===== config.mk =====
export PLATFORM = sky130hd
export DESIGN_NAME = mem_arbiter
export DESIGN_NICKNAME = d
export VERILOG_FILES = /design/src/rtl/mem_arb_pkg.sv /design/src/rtl/mem_arbiter_timeout_ctr.sv /design/src/rtl/mem_arbiter.sv
export SDC_FILE = /design/constraint.sdc
export NUM_CORES = 1
export LEC_CHECK = 0
export BUFFER_PORTS_ARGS = -buffer_cell sky130_fd_sc_hd__buf_2
export CAP_MARGIN = 20
export CORE_MARGIN = 2
export CORE_UTILIZATION = 40
export DETAILED_ROUTE_END_ITERATION = 8
export PLACE_DENSITY = 0.81
export SYNTH_ARGS = -nofsm -noshare
export SYNTH_HDL_FRONTEND = slang
export SYNTH_SLANG_ARGS = --single-unit

===== constraint.sdc =====
create_clock -name clk -period 4.1 [get_ports clk]
set_clock_uncertainty 0.05 [all_clocks]
set_input_delay 0.41 -clock clk [delete_from_list [all_inputs] [get_ports clk]]
set_output_delay 0.41 -clock clk [all_outputs]
set_load 0.01 [all_outputs]

===== src/rtl/mem_arb_pkg.sv =====
// rtl/mem_arb_pkg.sv - shared types and default widths for the unified-memory arbiter
package mem_arb_pkg;

    typedef enum logic [1:0] {
        IDLE,
        BUSY,
        RESP
    } arb_state_e;

    typedef enum logic {
        GNT_IF,
        GNT_D
    } arb_gnt_e;

    localparam int DEF_ADDR_W          = 32;
    localparam int DEF_DATA_W          = 32;
    localparam int DEF_MAX_DATA_STREAK = 4;
    localparam int DEF_TIMEOUT_CYCLES  = 64;

endpackage


===== src/rtl/mem_arbiter_timeout_ctr.sv =====
// rtl/mem_arbiter_timeout_ctr.sv - BUSY-cycle watchdog, present only with MEM_ARB_TIMEOUT_EN
// Reloaded on every grant; expire_o flags the last permitted BUSY cycle.
`ifdef MEM_ARB_TIMEOUT_EN
module arb_timeout_ctr #(
    parameter int CYCLES = 64
) (
    input  logic clk,
    input  logic rst,
    input  logic load_i,
    input  logic count_i,
    output logic expire_o
);

    localparam int CW = $clog2(CYCLES + 1);

    logic [CW-1:0] cnt_q;

    always_ff @(posedge clk or posedge rst) begin
        if (rst) begin
            cnt_q <= '0;
        end else if (load_i) begin
            cnt_q <= '0;
        end else if (count_i && (cnt_q != CW'(CYCLES - 1))) begin
            cnt_q <= cnt_q + 1'b1;
        end
    end

    assign expire_o = count_i && (cnt_q == CW'(CYCLES - 1));

endmodule
`endif


===== src/rtl/mem_arbiter.sv =====
// rtl/mem_arbiter.sv - single-port memory arbiter between instruction fetch and data access
// Optional BUSY watchdog with arb_err reporting is enabled by defining MEM_ARB_TIMEOUT_EN.
module mem_arbiter
    import mem_arb_pkg::*;
#(
    parameter int ADDR_W          = DEF_ADDR_W,
    parameter int DATA_W          = DEF_DATA_W,
    parameter int MAX_DATA_STREAK = DEF_MAX_DATA_STREAK,
    parameter int TIMEOUT_CYCLES  = DEF_TIMEOUT_CYCLES
) (
    input  logic                clk,
    input  logic                rst,
    input  logic                if_req,
    input  logic [ADDR_W-1:0]   if_addr,
    output logic                if_ready,
    output logic [DATA_W-1:0]   if_rdata,
    input  logic                d_req,
    input  logic                d_we,
    input  logic [DATA_W/8-1:0] d_be,
    input  logic [ADDR_W-1:0]   d_addr,
    input  logic [DATA_W-1:0]   d_wdata,
    output logic                d_ready,
    output logic [DATA_W-1:0]   d_rdata,
    output logic                stall_if,
    output logic                stall_mem,
    output logic                mem_req,
    output logic                mem_we,
    output logic [DATA_W/8-1:0] mem_be,
    output logic [ADDR_W-1:0]   mem_addr,
    output logic [DATA_W-1:0]   mem_wdata,
    input  logic                mem_ready,
    input  logic [DATA_W-1:0]   mem_rdata,
    output logic                arb_err
);

    localparam int SW = $clog2(MAX_DATA_STREAK + 1);

    arb_state_e          state_q;
    arb_gnt_e            gnt_q;
    logic [SW-1:0]       streak_q;
    logic [SW-1:0]       streak_d;
    logic                pick_d;
    logic                expire;
    logic                mem_req_q;
    logic                mem_we_q;
    logic [DATA_W/8-1:0] mem_be_q;
    logic [ADDR_W-1:0]   mem_addr_q;
    logic [DATA_W-1:0]   mem_wdata_q;
    logic                if_ready_q;
    logic                d_ready_q;
    logic [DATA_W-1:0]   if_rdata_q;
    logic [DATA_W-1:0]   d_rdata_q;
    logic                arb_err_q;

    // Data wins unless fetch has already watched MAX_DATA_STREAK data grants go by.
    always_comb begin
        pick_d   = d_req && !(if_req && (streak_q == SW'(MAX_DATA_STREAK)));
        streak_d = '0;
        if (pick_d && if_req) begin
            streak_d = streak_q + 1'b1;
        end
    end

`ifdef MEM_ARB_TIMEOUT_EN
    arb_timeout_ctr #(
        .CYCLES (TIMEOUT_CYCLES)
    ) u_timeout (
        .clk      (clk),
        .rst      (rst),
        .load_i   (state_q == IDLE),
        .count_i  (state_q == BUSY),
        .expire_o (expire)
    );
`else
    assign expire = 1'b0;
`endif

    always_ff @(posedge clk or posedge rst) begin
        if (rst) begin
            state_q     <= IDLE;
            gnt_q       <= GNT_IF;
            streak_q    <= '0;
            mem_req_q   <= 1'b0;
            mem_we_q    <= 1'b0;
            mem_be_q    <= '0;
            mem_addr_q  <= '0;
            mem_wdata_q <= '0;
            if_ready_q  <= 1'b0;
            d_ready_q   <= 1'b0;
            if_rdata_q  <= '0;
            d_rdata_q   <= '0;
            arb_err_q   <= 1'b0;
        end else begin
            case (state_q)
                IDLE: begin
                    if (d_req || if_req) begin
                        state_q   <= BUSY;
                        mem_req_q <= 1'b1;
                        streak_q  <= streak_d;
                        if (pick_d) begin
                            gnt_q       <= GNT_D;
                            mem_we_q    <= d_we;
                            mem_be_q    <= d_we ? d_be : '1;
                            mem_addr_q  <= d_addr;
                            mem_wdata_q <= d_wdata;
                        end else begin
                            gnt_q       <= GNT_IF;
                            mem_we_q    <= 1'b0;
                            mem_be_q    <= '1;
                            mem_addr_q  <= if_addr;
                            mem_wdata_q <= '0;
                        end
                    end
                end
                BUSY: begin
                    if (mem_ready || expire) begin
                        state_q   <= RESP;
                        mem_req_q <= 1'b0;
                        mem_we_q  <= 1'b0;
                        arb_err_q <= !mem_ready;
                        if (gnt_q == GNT_D) begin
                            d_ready_q <= 1'b1;
                            d_rdata_q <= mem_ready ? mem_rdata : '0;
                        end else begin
                            if_ready_q <= 1'b1;
                            if_rdata_q <= mem_ready ? mem_rdata : '0;
                        end
                    end
                end
                // Requests are not sampled here so a still-held request is not served twice.
                RESP: begin
                    state_q    <= IDLE;
                    if_ready_q <= 1'b0;
                    d_ready_q  <= 1'b0;
                    arb_err_q  <= 1'b0;
                end
                default: state_q <= IDLE;
            endcase
        end
    end

    assign if_ready  = if_ready_q;
    assign if_rdata  = if_rdata_q;
    assign d_ready   = d_ready_q;
    assign d_rdata   = d_rdata_q;
    assign mem_req   = mem_req_q;
    assign mem_we    = mem_we_q;
    assign mem_be    = mem_be_q;
    assign mem_addr  = mem_addr_q;
    assign mem_wdata = mem_wdata_q;
    assign arb_err   = arb_err_q;
    assign stall_if  = if_req && !if_ready_q;
    assign stall_mem = d_req && !d_ready_q;

endmodule

After elaboration in Yosys (flattened, before gate mapping)
Index checks and enable logic that the tools add are counted.
Storage, ports and cells
  register bits: 143
Operators by class
  reduce and logical (&&, ||, !) cells: 21
  equality and inequality tests: 7
  add/sub/neg operators: 1
  muxes and demuxes: 23
  bitwise gates (word level): 1
Operators by type and width (count)
  32-bit 2-to-1 mux: 2
  3-bit AND reduction: 5
  1-bit 2-to-1 mux: 10
  1-bit one-hot mux with 2 select lines: 5
  4-bit 2-to-1 mux: 2
  2-bit != test, second input constant: 4
  2-bit AND reduction: 3
  1-bit logical AND: 5
  1-bit zero test: 4
  2-bit 2-to-1 mux: 2
  2-bit one-hot mux with 2 select lines: 1
  2-bit nonzero test: 2
  3-bit by 1-bit adder with 3-bit output, second input constant: 1
  3-bit == test, second input constant: 1
  3-bit 2-to-1 mux: 1
  2-bit by 1-bit == test with 1-bit output, second input constant: 1
  2-bit == test, second input constant: 1
  2-bit zero test: 1
  1-bit logical OR: 1
  1-bit NOT: 1

Logic depth before layout (Yosys ltp)
  depth after elaboration: 7
  mapped depth: 7
  gate-level depth less buffers: 5

Worst setup path after synthesis
Ideal clock, no wire load.
  path type: reg2reg
  from: register streak_q[0]
  to: register mem_wdata_q[0] (netlist: mem_wdata[0])
  arrival time: 1.389 ns
  path buffers: 2
  period minus slack after synthesis: 1.560 ns
  stages on the path, launching flop included: 8
  path slack: 2.540 ns
  data required time: 3.929 ns
  cell sequence: dfrtp_1 inv_1 ha_1 nand3_2 and3_1 buf_2 buf_2 a22o_1
On the way
  word-level cells in the longest chain between the ends: 5
RTL lines
  start, declared: RTL line mem_arbiter.sv:40  | logic [SW-1:0] streak_q;
  start signal, assigned: RTL line mem_arbiter.sv:99  | streak_q <= streak_d;
  3-bit == test: RTL line mem_arbiter.sv:57  | pick_d = d_req && !(if_req && (streak_q == SW'(MAX_DATA_STREAK)));
  1-bit logical AND: RTL line mem_arbiter.sv:57
  1-bit zero test: RTL line mem_arbiter.sv:57
  1-bit logical AND: RTL line mem_arbiter.sv:57
  32-bit 2-to-1 mux: RTL line mem_arbiter.sv:100  | if (pick_d) begin
  end signal, assigned: RTL line mem_arbiter.sv:105  | mem_wdata_q <= d_wdata;
  end, declared: RTL line mem_arbiter.sv:48  | logic [DATA_W-1:0] mem_wdata_q;
No other way between the ends.
A chain may end at the register's enable or synchronous reset.

Worst setup path in the final report
  from: register state_q[0]
  to: register mem_addr_q[28] (netlist: mem_addr[28])
On the way
  word-level cells in the longest chain between the ends: 2
RTL lines
  start, declared: RTL line mem_arbiter.sv:38  | arb_state_e state_q;
  start signal, assigned: RTL line mem_arbiter.sv:80  | state_q <= IDLE;
  start signal, assigned: RTL line mem_arbiter.sv:97  | state_q <= BUSY;
  start signal, assigned: RTL line mem_arbiter.sv:117  | state_q <= RESP;
  2-bit zero test: RTL line mem_arbiter.sv:94  | case (state_q)
  2-bit AND reduction (no source line)
  end signal, assigned: RTL line mem_arbiter.sv:104  | mem_addr_q <= d_addr;
  end signal, assigned: RTL line mem_arbiter.sv:110  | mem_addr_q <= if_addr;
  end, declared: RTL line mem_arbiter.sv:47  | logic [ADDR_W-1:0] mem_addr_q;
No other way between the ends.

==> results_dict.tcl <==
set metrics [dict create \
    status "complete, no violations" \
    final_non_filler_cell_area_mm2 0.00817 \
    placed_cells 881 \
    postSynthCellCount 449 \
    holdCritStartpoint "d_be[3]" \
    synth_top_family_by_area "compound AO/OA/AOI/OAI gates" \
    dieWidth_um 127 \
    regToRegEndpoint "mem_addr[28]$_DFFE_PP0P_" \
    ant_nets 0 \
    synth.yosys.warnings 0 \
    final-max-slew-violation-count 0 \
    worst_path_largest_cell_delay_ps 660 \
    cts_inserted_buffers 17 \
    clk_pin_slew_ps 60 \
    min_path_cells 2 \
    synthAdderAreaFrac 0.00412 \
    initialDrtViolationCount 272 \
    overflow 0 \
    power.leakage_nw 4.03 \
    setup_crit_start_kind "register" \
    ctsLongestPathBuffers 2 \
    wl_um 15200 \
    post_synth.cell_area_avg_um2 13.5 \
    drc 0 \
    timing_worst_slew_pin_value_ps 976 \
    max_freq_mhz 453 \
    hpwl_um 10700 \
    detailed_routing_iteration_count_for_the_pre_antenna_repair_pass 4 \
    report.final.setup_viol 0 \
    row_count 45 \
    slack_of_the_worst_reg_to_reg_path_ps 1890 \
    internal-power_mw 4.41 \
    grt_start_max_net_pins 80 \
    max-cap-violations 0 \
    synth_edf_count 0 \
    clock_sinks 143 \
    post_cts_resize_count 0 \
    tns_ps 0 \
    synth-seq-area-share 0.589 \
    critPathCaptureType "register" \
    final-instance-count-excl-fill 916 \
    yosys.area_share.simple 0.0822 \
    final_hold_viol_count 0 \
    hold_path_end "mem_be[3]$_DFFE_PP0P_" \
    timing.critical_path.slowest_stage_cell "and2_4" \
    synthesis.nets 589 \
    critical_path_peak_fanout 69 \
    first_global_vias 4835 \
    rsz0062_at_grt "false" \
    io_buffer_count 276 \
    antenna_found_initial 2 \
    final.fill_count 1267 \
    synth.ff_latch_count 143 \
    total_power_mw 6.71 \
    p_per_area_mw_per_mm2 821 \
    utilization 0.544 \
    post_synth_instance_area_mm2 0.00607 \
    core_area_mm2 0.0150 \
    placed_area_mm2 0.00751 \
    drt-wirelength-per-cell_um 16.6 \
    via_per_inst 5.22 \
    tritoncts "yes" \
    slew-limit-headroom 0.348 \
    nNetsFinal 853 \
    crit_path_cell_trace "nor2_4 > buf_4 > and2_4 > o221ai_1" \
    netlist-cell-type-count 34 \
    path_class "reg -> reg" \
    critical_path_required_ps 4290 \
    grt_pass1_wl_um 24300 \
    final_common_cell "buf_2" \
    cts.htree.levels 4 \
    layout_worst_path_cycle_share 0.539 \
    design.portCount 277 \
    critical_path_arrival_ps 2400 \
    vdd.ir_drop.worst_mv 0.423 \
    die_area_mm2 0.0162 \
    combinationalPowerShare 0.386 \
    p_clk_frac 0.251 \
    finalWorstPathRequiredPeriod_ps 2210 \
    dominantRegCellSynth "dfrtp_1" \
    synth.area.mux_share 0.119 \
    floorplan.initialDensity 0.404 \
    worst_r2r_startpoint "state_q[0]$_DFFE_PP0P_" \
    gpl.final_weighted_congestion 0.764 \
    most_frequent_cells_in_the_layout "276 x buf_2, 143 x dfrtp_1, 64 x mux2_2" \
    share_seq_of_total_power 0.364 \
    drive_above_1_share 0.573 \
    chipHeight_um 127 \
    clkLatencyLatePin_ps 400 \
    flow.area_growth_from_synthesis_pct 34.6 \
    synthArstFlopShare 1.00 \
    yosys.area_share.xor_xnor 0 \
    route.vias.total 4783 \
    power.net_switching_mw 2.30 \
    netSwitchingFraction 0.343 \
    min-delay-path-class "in -> reg" \
    synth-compound-area-share 0.140 \
    clock-root-buffer "clkbuf_16" \
    worst-r2r-cell-count 4 \
    global_route.usage.total 0.188 \
]
power groups by stage:
stage / clock, mW / combinational, mW / sequential (mW)
3_5_place_dp: 0 / 2.62 / 2.45
4_1_cts: 1.72 / 2.62 / 2.44
2_1_floorplan: 0 / 1.39 / 2.75
6_report: 1.68 / 2.59 / 2.44
5_1_grt: 1.78 / 2.83 / 2.52
3_3_place_gp: 0 / 2.57 / 2.42
worst max-delay path: cells and delay by family, from the launching register on:
kind	cells	cell delay, ps
and+or+nand+nor	2	810
buffers and inverters	1	530
DFF	1	420
AOI/OAI and AO/OA	1	180
synth_stat cells, types with 3 or more instances:
cell type,n,area [um2]
nor2b_1,4,25.0
clkbuf_1,16,60.1
a22o_1,32,280
nand3_1,33,165
nand2_1,5,18.8
buf_6,8,90.1
buf_2,10,50.1
o22a_1,4,35.0
buf_4,3,22.5
o221ai_2,30,450
nand4_1,33,206
mux2_2,64,721
dfrtp_1,143,3580
clkbuf_8,3,41.3
inv_1,36,135
worst max-delay path by stage:
stage | startpoint | to | slack (ps) | cells after the start
2_1_floorplan | rst | arb_err$_DFFE_PP0P_ | 1850 | 1
3_3_place_gp | state_q[0]$_DFFE_PP0P_ | mem_addr[28]$_DFFE_PP0P_ | 1910 | 4
3_5_place_dp | if_req | mem_addr[29]$_DFFE_PP0P_ | 1900 | 5
4_1_cts | state_q[0]$_DFFE_PP0P_ | mem_addr[29]$_DFFE_PP0P_ | 1920 | 4
5_1_grt | state_q[0]$_DFFE_PP0P_ | mem_addr[29]$_DFFE_PP0P_ | 1730 | 4
6_report | state_q[0]$_DFFE_PP0P_ | mem_addr[28]$_DFFE_PP0P_ | 1890 | 4
through the flow:
step           hold slack (ps)  setup WS, ps
6_report                   165          1890
4_1_cts                    138          1920
3_3_place_gp               389          1910
3_5_place_dp               396          1900
5_1_grt                    144          1730
2_1_floorplan              441          1850
layer usage:
metal	track usage	share of wire	vias up
met4	0.0737	0.022	0
met5	0	0	-
met3	0.0586	0.078	24
met2	0.300	0.49	219
li1	-	-	2186
met1	0.242	0.41	2354
what timing repair did:
item / 4_1_cts / 5_1_grt
endpoints found under the hold margin: 18 / 0
hold buffers: 1 / 0
endpoints found under the setup margin: 0 / 0
setup buffers: 0 / 0
state kept, by name, summed over array words and instances (netlist names):
name	flops
streak_q	3
d_ready	1
gnt_q	1
mem_req	1
mem_addr	32
mem_be	4
mem_we	1
d_rdata	32
if_ready	1
if_rdata	32
arb_err	1
state_q	2
mem_wdata	32
cell type report:
| type | count | area, um2 | area share |
|---|---|---|---|
| Antenna cell | 2 | 5.00 | 0.000612 |
| Sequential cell | 143 | 3580 | 0.438 |
| Clock buffer | 19 | 433 | 0.0530 |
| Clock inverter | 13 | 211 | 0.0259 |
| Timing Repair Buffer | 285 | 1460 | 0.179 |
| Tap cell | 188 | 235 | 0.0288 |
| Inverter | 36 | 139 | 0.0170 |
| Multi-Input combinational cell | 230 | 2110 | 0.258 |
logic make-up after synthesis:
family / after synthesis
adders and majority gates: 2
buffers and inverters: 76
AOI/OAI and AO/OA: 77
and+or+nand+nor: 87
DFF: 143
muxes: 64
No activity file was read; power rests on OpenSTA's default activity.
